`config.mk`:
```
export PLATFORM = sky130hd
export DESIGN_NAME = dds_multich_core_flat
export DESIGN_NICKNAME = d
export VERILOG_FILES = /design/src/rtl/dds_multich_core_if.sv /design/src/rtl/dds_multich_core.sv /design/src/flat_wrapper.sv
export SDC_FILE = /design/constraint.sdc
export NUM_CORES = 1
export LEC_CHECK = 0
export CAP_MARGIN = 25
export CORE_ASPECT_RATIO = 2
export CORE_MARGIN = 2
export CORE_UTILIZATION = 45
export DETAILED_ROUTE_END_ITERATION = 7
export HOLD_SLACK_MARGIN = 0.06
export PLACE_DENSITY = 0.59
export SKIP_LAST_GASP = 1
export SLEW_MARGIN = 10
export SYNTH_ARGS = -nofsm -noshare
export SYNTH_HDL_FRONTEND = slang
export SYNTH_SLANG_ARGS = --single-unit
```
`constraint.sdc`:
```
create_clock -name clk -period 6.5 [get_ports clk]
set_input_delay 1.95 -clock clk [delete_from_list [all_inputs] [get_ports clk]]
set_output_delay 1.95 -clock clk [all_outputs]
set_load 0.03 [all_outputs]
```
`src/rtl/dds_multich_core_if.sv`:
```
// rtl/dds_multich_core_if.sv - register write port bundle for dds_multich_core
interface dds_multich_core_if;
  logic        wr_en;
  logic [2:0]  wr_ch;
  logic [2:0]  wr_addr;
  logic [31:0] wr_data;

  modport master (output wr_en, output wr_ch, output wr_addr, output wr_data);
  modport slave  (input wr_en, input wr_ch, input wr_addr, input wr_data);
endinterface

```
`src/rtl/dds_multich_core.sv`:
```
// rtl/dds_multich_core.sv - N-channel DDS engine with shadowed registers and atomic commit
// Per channel: accumulator -> phase/wave -> amplitude scale -> bias + saturate, 3-cycle latency.
module dds_multich_core #(
  parameter int NUM_CH = 2,
  parameter int ACC_W  = 32,
  parameter int DAC_W  = 14,
  parameter int LUT_AW = 10
) (
  input  logic                     clk,
  input  logic                     rst_n,
  dds_multich_core_if.slave        wr,
  output logic [NUM_CH*LUT_AW-1:0] rom_addr,
  input  logic [NUM_CH*DAC_W-1:0]  rom_data,
  output logic [NUM_CH*DAC_W-1:0]  dac_data,
  output logic                     dac_valid
);

  localparam logic [2:0] A_FREQ   = 3'd0;
  localparam logic [2:0] A_PHASE  = 3'd1;
  localparam logic [2:0] A_AMP    = 3'd2;
  localparam logic [2:0] A_WAVE   = 3'd3;
  localparam logic [2:0] A_BIAS   = 3'd4;
  localparam logic [2:0] A_DUTY   = 3'd5;
  localparam logic [2:0] A_CTRL   = 3'd6;
  localparam logic [2:0] A_COMMIT = 3'd7;

  localparam logic [2:0] W_SINE   = 3'd0;
  localparam logic [2:0] W_SQUARE = 3'd1;
  localparam logic [2:0] W_TRI    = 3'd2;
  localparam logic [2:0] W_SAW    = 3'd3;
  localparam logic [2:0] W_PWM    = 3'd4;

  localparam logic [DAC_W-1:0] P_MAX = {1'b0, {(DAC_W-1){1'b1}}};
  localparam logic [DAC_W-1:0] N_MAX = {1'b1, {(DAC_W-2){1'b0}}, 1'b1};
  localparam logic [DAC_W-1:0] MID   = {1'b1, {(DAC_W-1){1'b0}}};

  logic [1:0] r_prime;

  always_ff @(posedge clk or negedge rst_n) begin
    if (!rst_n) begin
      r_prime <= 2'd0;
    end else if (r_prime != 2'd3) begin
      r_prime <= r_prime + 2'd1;
    end
  end

  assign dac_valid = (r_prime == 2'd3);

  wire w_commit = wr.wr_en && (wr.wr_addr == A_COMMIT);
  wire w_sync   = wr.wr_data[31];

  for (genvar g = 0; g < NUM_CH; g++) begin : g_ch
    localparam logic [2:0] CH = 3'(g);

    wire w_sel  = wr.wr_en && (wr.wr_ch == CH) && (wr.wr_addr != A_COMMIT);
    wire w_take = w_commit && wr.wr_data[g];

    logic [ACC_W-1:0] r_sh_freq, r_sh_phase, r_act_freq, r_act_phase;
    logic [4:0]       r_sh_amp, r_act_amp;
    logic [2:0]       r_sh_wave, r_act_wave;
    logic [DAC_W-1:0] r_sh_bias, r_act_bias;
    logic [7:0]       r_sh_duty, r_act_duty;
    logic             r_sh_en, r_act_en;

    logic [ACC_W-1:0]  r_acc;
    logic [LUT_AW-1:0] r_rom_addr;
    logic [DAC_W-1:0]  r_w1;
    logic              r_sine1;
    logic [4:0]        r_amp1;
    logic [DAC_W-1:0]  r_bias1;
    logic [DAC_W+1:0]  r_s2;
    logic [DAC_W-1:0]  r_bias2;
    logic [DAC_W-1:0]  r_dac;

    logic [ACC_W-1:0] w_p;
    logic [DAC_W-1:0] w_t;
    logic [DAC_W-1:0] w_wave;
    logic [DAC_W-1:0] w_src;
    logic [DAC_W+5:0] w_prod;
    logic [DAC_W+6:0] w_y;
    logic [DAC_W-1:0] w_sat;

    always_ff @(posedge clk or negedge rst_n) begin
      if (!rst_n) begin
        r_sh_freq  <= '0;
        r_sh_phase <= '0;
        r_sh_amp   <= '0;
        r_sh_wave  <= '0;
        r_sh_bias  <= '0;
        r_sh_duty  <= '0;
        r_sh_en    <= 1'b0;
      end else if (w_sel) begin
        case (wr.wr_addr)
          A_FREQ:  r_sh_freq  <= wr.wr_data[ACC_W-1:0];
          A_PHASE: r_sh_phase <= wr.wr_data[ACC_W-1:0];
          A_AMP:   r_sh_amp   <= wr.wr_data[4:0];
          A_WAVE:  r_sh_wave  <= wr.wr_data[2:0];
          A_BIAS:  r_sh_bias  <= wr.wr_data[DAC_W-1:0];
          A_DUTY:  r_sh_duty  <= wr.wr_data[7:0];
          A_CTRL:  r_sh_en    <= wr.wr_data[0];
          default: ;
        endcase
      end
    end

    // The whole shadow set moves in one edge so multi-field updates never glitch.
    always_ff @(posedge clk or negedge rst_n) begin
      if (!rst_n) begin
        r_act_freq  <= '0;
        r_act_phase <= '0;
        r_act_amp   <= '0;
        r_act_wave  <= '0;
        r_act_bias  <= '0;
        r_act_duty  <= '0;
        r_act_en    <= 1'b0;
      end else if (w_take) begin
        r_act_freq  <= r_sh_freq;
        r_act_phase <= r_sh_phase;
        r_act_amp   <= r_sh_amp;
        r_act_wave  <= r_sh_wave;
        r_act_bias  <= r_sh_bias;
        r_act_duty  <= r_sh_duty;
        r_act_en    <= r_sh_en;
      end
    end

    always_ff @(posedge clk or negedge rst_n) begin
      if (!rst_n) begin
        r_acc <= '0;
      end else if (w_take && w_sync) begin
        r_acc <= '0;
      end else if (r_act_en) begin
        r_acc <= r_acc + r_act_freq;
      end else begin
        r_acc <= '0;
      end
    end

    always_comb begin
      w_p    = r_acc + r_act_phase;
      w_t    = w_p[ACC_W-2 -: DAC_W];
      w_wave = '0;
      if (r_act_en) begin
        case (r_act_wave)
          W_SQUARE: w_wave = w_p[ACC_W-1] ? N_MAX : P_MAX;
          W_TRI:    w_wave = w_p[ACC_W-1] ? (~w_t - MID) : (w_t - MID);
          W_SAW:    w_wave = {~w_p[ACC_W-1], w_p[ACC_W-2 -: DAC_W-1]};
          W_PWM:    w_wave = (w_p[ACC_W-1 -: 8] < r_act_duty) ? P_MAX : N_MAX;
          default:  w_wave = '0;
        endcase
      end
    end

    // Scale, bias and sine-select travel with the sample so a commit lands on one coherent sample.
    always_ff @(posedge clk or negedge rst_n) begin
      if (!rst_n) begin
        r_rom_addr <= '0;
        r_w1       <= '0;
        r_sine1    <= 1'b0;
        r_amp1     <= '0;
        r_bias1    <= '0;
      end else begin
        r_rom_addr <= w_p[ACC_W-1 -: LUT_AW];
        r_w1       <= w_wave;
        r_sine1    <= r_act_en && (r_act_wave == W_SINE);
        r_amp1     <= r_act_amp;
        r_bias1    <= r_act_bias;
      end
    end

    always_comb begin
      w_src  = r_sine1 ? rom_data[g*DAC_W +: DAC_W] : r_w1;
      w_prod = {{6{w_src[DAC_W-1]}}, w_src} * {{(DAC_W+1){1'b0}}, r_amp1};
    end

    always_ff @(posedge clk or negedge rst_n) begin
      if (!rst_n) begin
        r_s2    <= '0;
        r_bias2 <= '0;
      end else begin
        r_s2    <= w_prod[DAC_W+5:4];
        r_bias2 <= r_bias1;
      end
    end

    always_comb begin
      w_y = {{5{r_s2[DAC_W+1]}}, r_s2} + {{7{r_bias2[DAC_W-1]}}, r_bias2} + {7'd0, MID};
      if (w_y[DAC_W+6]) begin
        w_sat = '0;
      end else if (|w_y[DAC_W+5:DAC_W]) begin
        w_sat = '1;
      end else begin
        w_sat = w_y[DAC_W-1:0];
      end
    end

    always_ff @(posedge clk or negedge rst_n) begin
      if (!rst_n) begin
        r_dac <= MID;
      end else begin
        r_dac <= w_sat;
      end
    end

    assign rom_addr[g*LUT_AW +: LUT_AW] = r_rom_addr;
    assign dac_data[g*DAC_W +: DAC_W]   = r_dac;
  end

endmodule

```
`src/flat_wrapper.sv`:
```
// flat-port wrapper written by rule: the top's interface ports become plain ports
module dds_multich_core_flat 
#(
  parameter int NUM_CH = 2,
  parameter int ACC_W  = 32,
  parameter int DAC_W  = 14,
  parameter int LUT_AW = 10
)
  (clk, rst_n, rom_addr, rom_data, dac_data, dac_valid, wr_wr_en, wr_wr_ch, wr_wr_addr, wr_wr_data);
  dds_multich_core_if wr_i ();
  input  logic clk;
  input  logic rst_n;
  output logic [NUM_CH*LUT_AW-1:0] rom_addr;
  input  logic [NUM_CH*DAC_W-1:0] rom_data;
  output logic [NUM_CH*DAC_W-1:0] dac_data;
  output logic dac_valid;
  input wire logic [$bits(wr_i.wr_en)-1:0] wr_wr_en;
  input wire logic [$bits(wr_i.wr_ch)-1:0] wr_wr_ch;
  input wire logic [$bits(wr_i.wr_addr)-1:0] wr_wr_addr;
  input wire logic [$bits(wr_i.wr_data)-1:0] wr_wr_data;
  assign wr_i.wr_en = wr_wr_en;
  assign wr_i.wr_ch = wr_wr_ch;
  assign wr_i.wr_addr = wr_wr_addr;
  assign wr_i.wr_data = wr_wr_data;
  dds_multich_core #(.NUM_CH(NUM_CH), .ACC_W(ACC_W), .DAC_W(DAC_W), .LUT_AW(LUT_AW)) u_core (.clk(clk), .rst_n(rst_n), .wr(wr_i), .rom_addr(rom_addr), .rom_data(rom_data), .dac_data(dac_data), .dac_valid(dac_valid));
endmodule
```
==> results.py <==
metrics = {
    "status": {
        "status": "completed",
    },
    "clocking": {
        "cts_post_setup_buffers_inserted": 0,
        "root_buffer": "clkbuf_16",
        "clockBufferDepth": 3,
        "cts_tree": "yes",
        "cts_max_level": 2,
        "ctsHoldBuffers": 0,
        "clkTransAtPathRegs_ns": 0.06,
        "cts_inserted_buffers": 55,
        "clkLatencyLatePin_ns": 0.64,
        "clock_sinks": 622,
        "cts_resized": 0,
    },
    "routing": {
        "num_vias": 22200,
        "viasPerCell": 5.40,
        "wl_per_cell_um": 19.3,
        "drcViolationCount": 0,
        "drtIter0Drc": 855,
        "wl_um": 79600,
        "drtPass1Iterations": 5,
        "drtAntennaViolNets": 0,
    },
    "timing": {
        "hold_violations": 0,
        "fin_crit_sh_pct": 96.6,
        "setup_tns_ns": 0,
        "whs_ns": 0.347,
        "slew_violations": 0,
        "fmax_ghz": 0.159,
        "setup_viol_count_final": 0,
        "worst_pin_slew_ns": 0.967,
        "max_slew_margin_pct": 35.6,
        "fin_skew_ns": 0.0338,
        "rsz0062_at_grt": "no",
        "fin_crit_ns": 6.28,
    },
    "critical_path": {
        "worstSetupEndpointType": "flop",
        "cp.arrival_ns": 6.81,
        "crit_path_start": "rom_data[18]",
        "r2r-start": "u_core.g_ch[1].r_sine1",
        "reg2reg_slack_ns": 1.30,
        "worstReg2RegEnd": "u_core.g_ch[1].r_s2[15]",
        "cp-start-kind": "primary input",
        "crit_type": "in2reg",
        "ff2ff_path_depth": 22,
        "crit_fanout": 2,
        "required_ns": 7.03,
    },
    "yosys": {
        "synth.area.mux_share_pct": 10.8,
        "synthArstFlopShare_pct": 100,
        "synth_xor_area_share_pct": 4.36,
        "synthDistinctLibCells": 95,
        "synth_edf_count": 0,
        "synth_top_family_by_area": "adder cells",
        "synthAdderAreaFrac_pct": 14.5,
        "yosys_warnings": 0,
        "syn_area_per_cell_um2": 11.1,
        "synth_top_cell_area_share_pct": 46.5,
        "syn_inst": 3005,
        "synth_area_leader_cell": "dfrtp_1",
        "synth-seq-cells": 622,
        "synthSimpleGateAreaFrac_pct": 11.5,
        "synth_compound_area_share_pct": 9.31,
        "synth_fp_nets": 3405,
        "netlist_area_um2": 33400,
        "synthFlopType": "dfrtp_1",
        "synth_area_leaders": "dfrtp_1 46%, mux2_2 10%, ha_1 9.0%, fa_1 5.4%, nand2_1 4.5%",
        "ys_seq_area_share_pct": 46.6,
    },
    "grt": {
        "grt_max_degree": 129,
        "antenna_found_initial": 5,
        "grtUsageTotal_pct": 21.3,
        "grt_overflow": 0,
        "grt_first_pass_wirelength_um": 127000,
        "grt_pass1_vias": 24000,
    },
    "finish": {
        "regArea_um2": 15600,
        "area_delta_synth_final_pct": 13.5,
        "n_fill_cell": 6578,
        "final_nets": 3548,
        "final_area_um2": 37900,
        "final_common_cell": "dfrtp_1",
        "drive_gt1_share_pct": 15.8,
        "multi_input_comb_area_um2": 16800,
        "final_cell_mix": "620 x dfrtp_1, 397 x nand2_1, 302 x mux2_2, 241 x ha_1, 175 x a21oi_1",
        "final_cell_count_no_fill": 4121,
    },
    "place": {
        "dp_cells": 4020,
        "dpl_cell_area_um2": 35900,
        "routabilityCongestion": 0.864,
        "port_buffers": 117,
        "dpl.hpwl_um": 60000,
    },
    "hold_path": {
        "hold_depth": 0,
        "hold_end": "u_core.g_ch[1].r_bias2[7]",
        "worstHoldStart": "u_core.g_ch[1].r_bias1[7]",
        "min_path_type": "reg2reg",
    },
    "floorplanning": {
        "die_area_um2": 76500,
        "coreArea_um2": 73700,
        "start_util_pct": 45.3,
        "die_y_um": 389,
        "io_pins": 118,
        "die_x_um": 197,
        "rows": 141,
    },
    "pwr": {
        "p_leak_nw": 19.6,
        "vdd_drop_max_uv": 188,
        "p_per_area_nw_per_um2": 266,
    },
    "flow_run": {
        "cap_violations": 0,
    },
}
==> power breakdown <==
| part | leakage (nW) | switching (mW) | internal (mW) |
|---|---|---|---|
| combinational | 10.2 | 1.02 | 0.792 |
| clock | 0.977 | 1.52 | 2.15 |
| sequential | 8.40 | 0.278 | 4.35 |
==> sequential cells by signal, summed over array words and instances (netlist names), 16 cells and up <==
name	flops
u_core.g_ch.r_act_phase	64
u_core.g_ch.r_bias1	28
u_core.g_ch.r_acc	64
u_core.g_ch.r_act_bias	28
u_core.g_ch.r_rom_addr	20
u_core.g_ch.r_s2	32
u_core.g_ch.r_sh_bias	28
u_core.g_ch.r_dac	28
u_core.g_ch.r_sh_duty	16
u_core.g_ch.r_sh_freq	64
u_core.g_ch.r_w1	28
u_core.g_ch.r_bias2	28
u_core.g_ch.r_act_freq	64
u_core.g_ch.r_act_duty	16
u_core.g_ch.r_sh_phase	64
==> cell usage after synthesis, types with 4 or more instances <==
| library cell | n |
|---|---|
| nor3b_1 | 6 |
| and3_1 | 15 |
| o2111ai_1 | 5 |
| dfrtp_1 | 620 |
| or2_2 | 8 |
| a31oi_1 | 7 |
| mux2i_1 | 19 |
| nand3_1 | 41 |
| xnor2_1 | 101 |
| a21o_1 | 71 |
| a22oi_1 | 6 |
| nor2_1 | 131 |
| o21a_1 | 18 |
| a21oi_1 | 176 |
| ha_1 | 241 |
| fa_1 | 90 |
| nor4b_1 | 5 |
| nand2_1 | 399 |
| o21ai_1 | 7 |
| a31o_2 | 5 |
| nand2b_1 | 33 |
| clkbuf_1 | 71 |
| and2_1 | 59 |
| nor3_1 | 33 |
| or3_1 | 8 |
| a211o_1 | 5 |
| nor2b_1 | 51 |
| o21ai_0 | 70 |
| nand4_1 | 18 |
| inv_1 | 165 |
| xor2_1 | 62 |
| mux2_2 | 302 |
| a21boi_0 | 7 |
| o211ai_1 | 4 |
| nand3b_1 | 5 |
| buf_1 | 14 |
| nor4_1 | 5 |
| o21bai_1 | 21 |
| o41ai_1 | 4 |
| a211oi_1 | 14 |
==> worst max path at each step <==
stage / to / slack [ns] / cells past startpoint
2_1_floorplan: u_core.g_ch[1].r_s2[15] / 0.15 / 20
3_3_place_gp: u_core.g_ch[1].r_s2[13] / -0.42 / 23
3_5_place_dp: u_core.g_ch[1].r_s2[15] / -0.42 / 22
4_1_cts: u_core.g_ch[1].r_s2[15] / 0.22 / 22
5_1_grt: u_core.g_ch[1].r_s2[15] / 0.03 / 22
6_report: u_core.g_ch[1].r_s2[15] / 0.22 / 22
==> routing by layer <==
metal	vias to the layer above	global-route usage, %	part of all wire (%)
li1	10600	-	-
met1	11100	21.8	36
met2	358	41.7	55
met3	166	2.40	2.7
met4	4	10.9	5.5
met5	-	0	0.035
==> stage by stage <==
| step | total power, mW | setup WS [ns] | utilization, % |
|---|---|---|---|
| 2_1_floorplan | 5.80 | 0.152 | - |
| 3_3_place_gp | 6.45 | -0.420 | 48.6 |
| 3_5_place_dp | 6.53 | -0.425 | 48.6 |
| 4_1_cts | 10.2 | 0.215 | 51.4 |
| 5_1_grt | 10.6 | 0.0282 | 51.4 |
| 6_report | 10.1 | 0.218 | 51.4 |
==> kinds of logic (layout without fill, tap and decap cells) <==
logic type | after synthesis | in the layout
AO/OA/AOI/OAI | 476 | 476
flip-flops | 622 | 622
multiplexers | 322 | 322
other | 0 | 2
adder cells (fa/ha/maj) | 332 | 332
XOR/XNOR | 164 | 164
buffers and inverters | 260 | 445
AND/OR/NAND/NOR | 829 | 829
==> worst max-delay path, cell delays in order <==
cell and delay (ns):
clkdlybuf4s50_1 0.40, mux2_2 0.27, and2_1 0.17, fa_1 0.52, inv_1 0.06, fa_1 0.49
fa_1 0.49, inv_1 0.04, ha_1 0.28, a21o_1 0.19, a21oi_2 0.15, o21bai_1 0.08
a21oi_1 0.21, nor2b_1 0.08, o21a_1 0.19, o21ai_0 0.16, a21oi_1 0.11, o41ai_1 0.29
buf_4 0.18, o2111ai_1 0.12, a21oi_1 0.21, xnor2_1 0.16
==> final cells by class <==
| type | count | share of cell area, % |
|---|---|---|
| repair buffers | 179 | 4.43 |
| well taps | 929 | 3.07 |
| inverters | 167 | 1.65 |
| clock buffers | 70 | 4.05 |
| flip-flops and latches | 622 | 41.1 |
| clock inverters | 29 | 1.28 |
| multi-input cells | 2123 | 44.4 |
| diodes | 2 | 0.0132 |
Power figures use the tool's default switching activity.
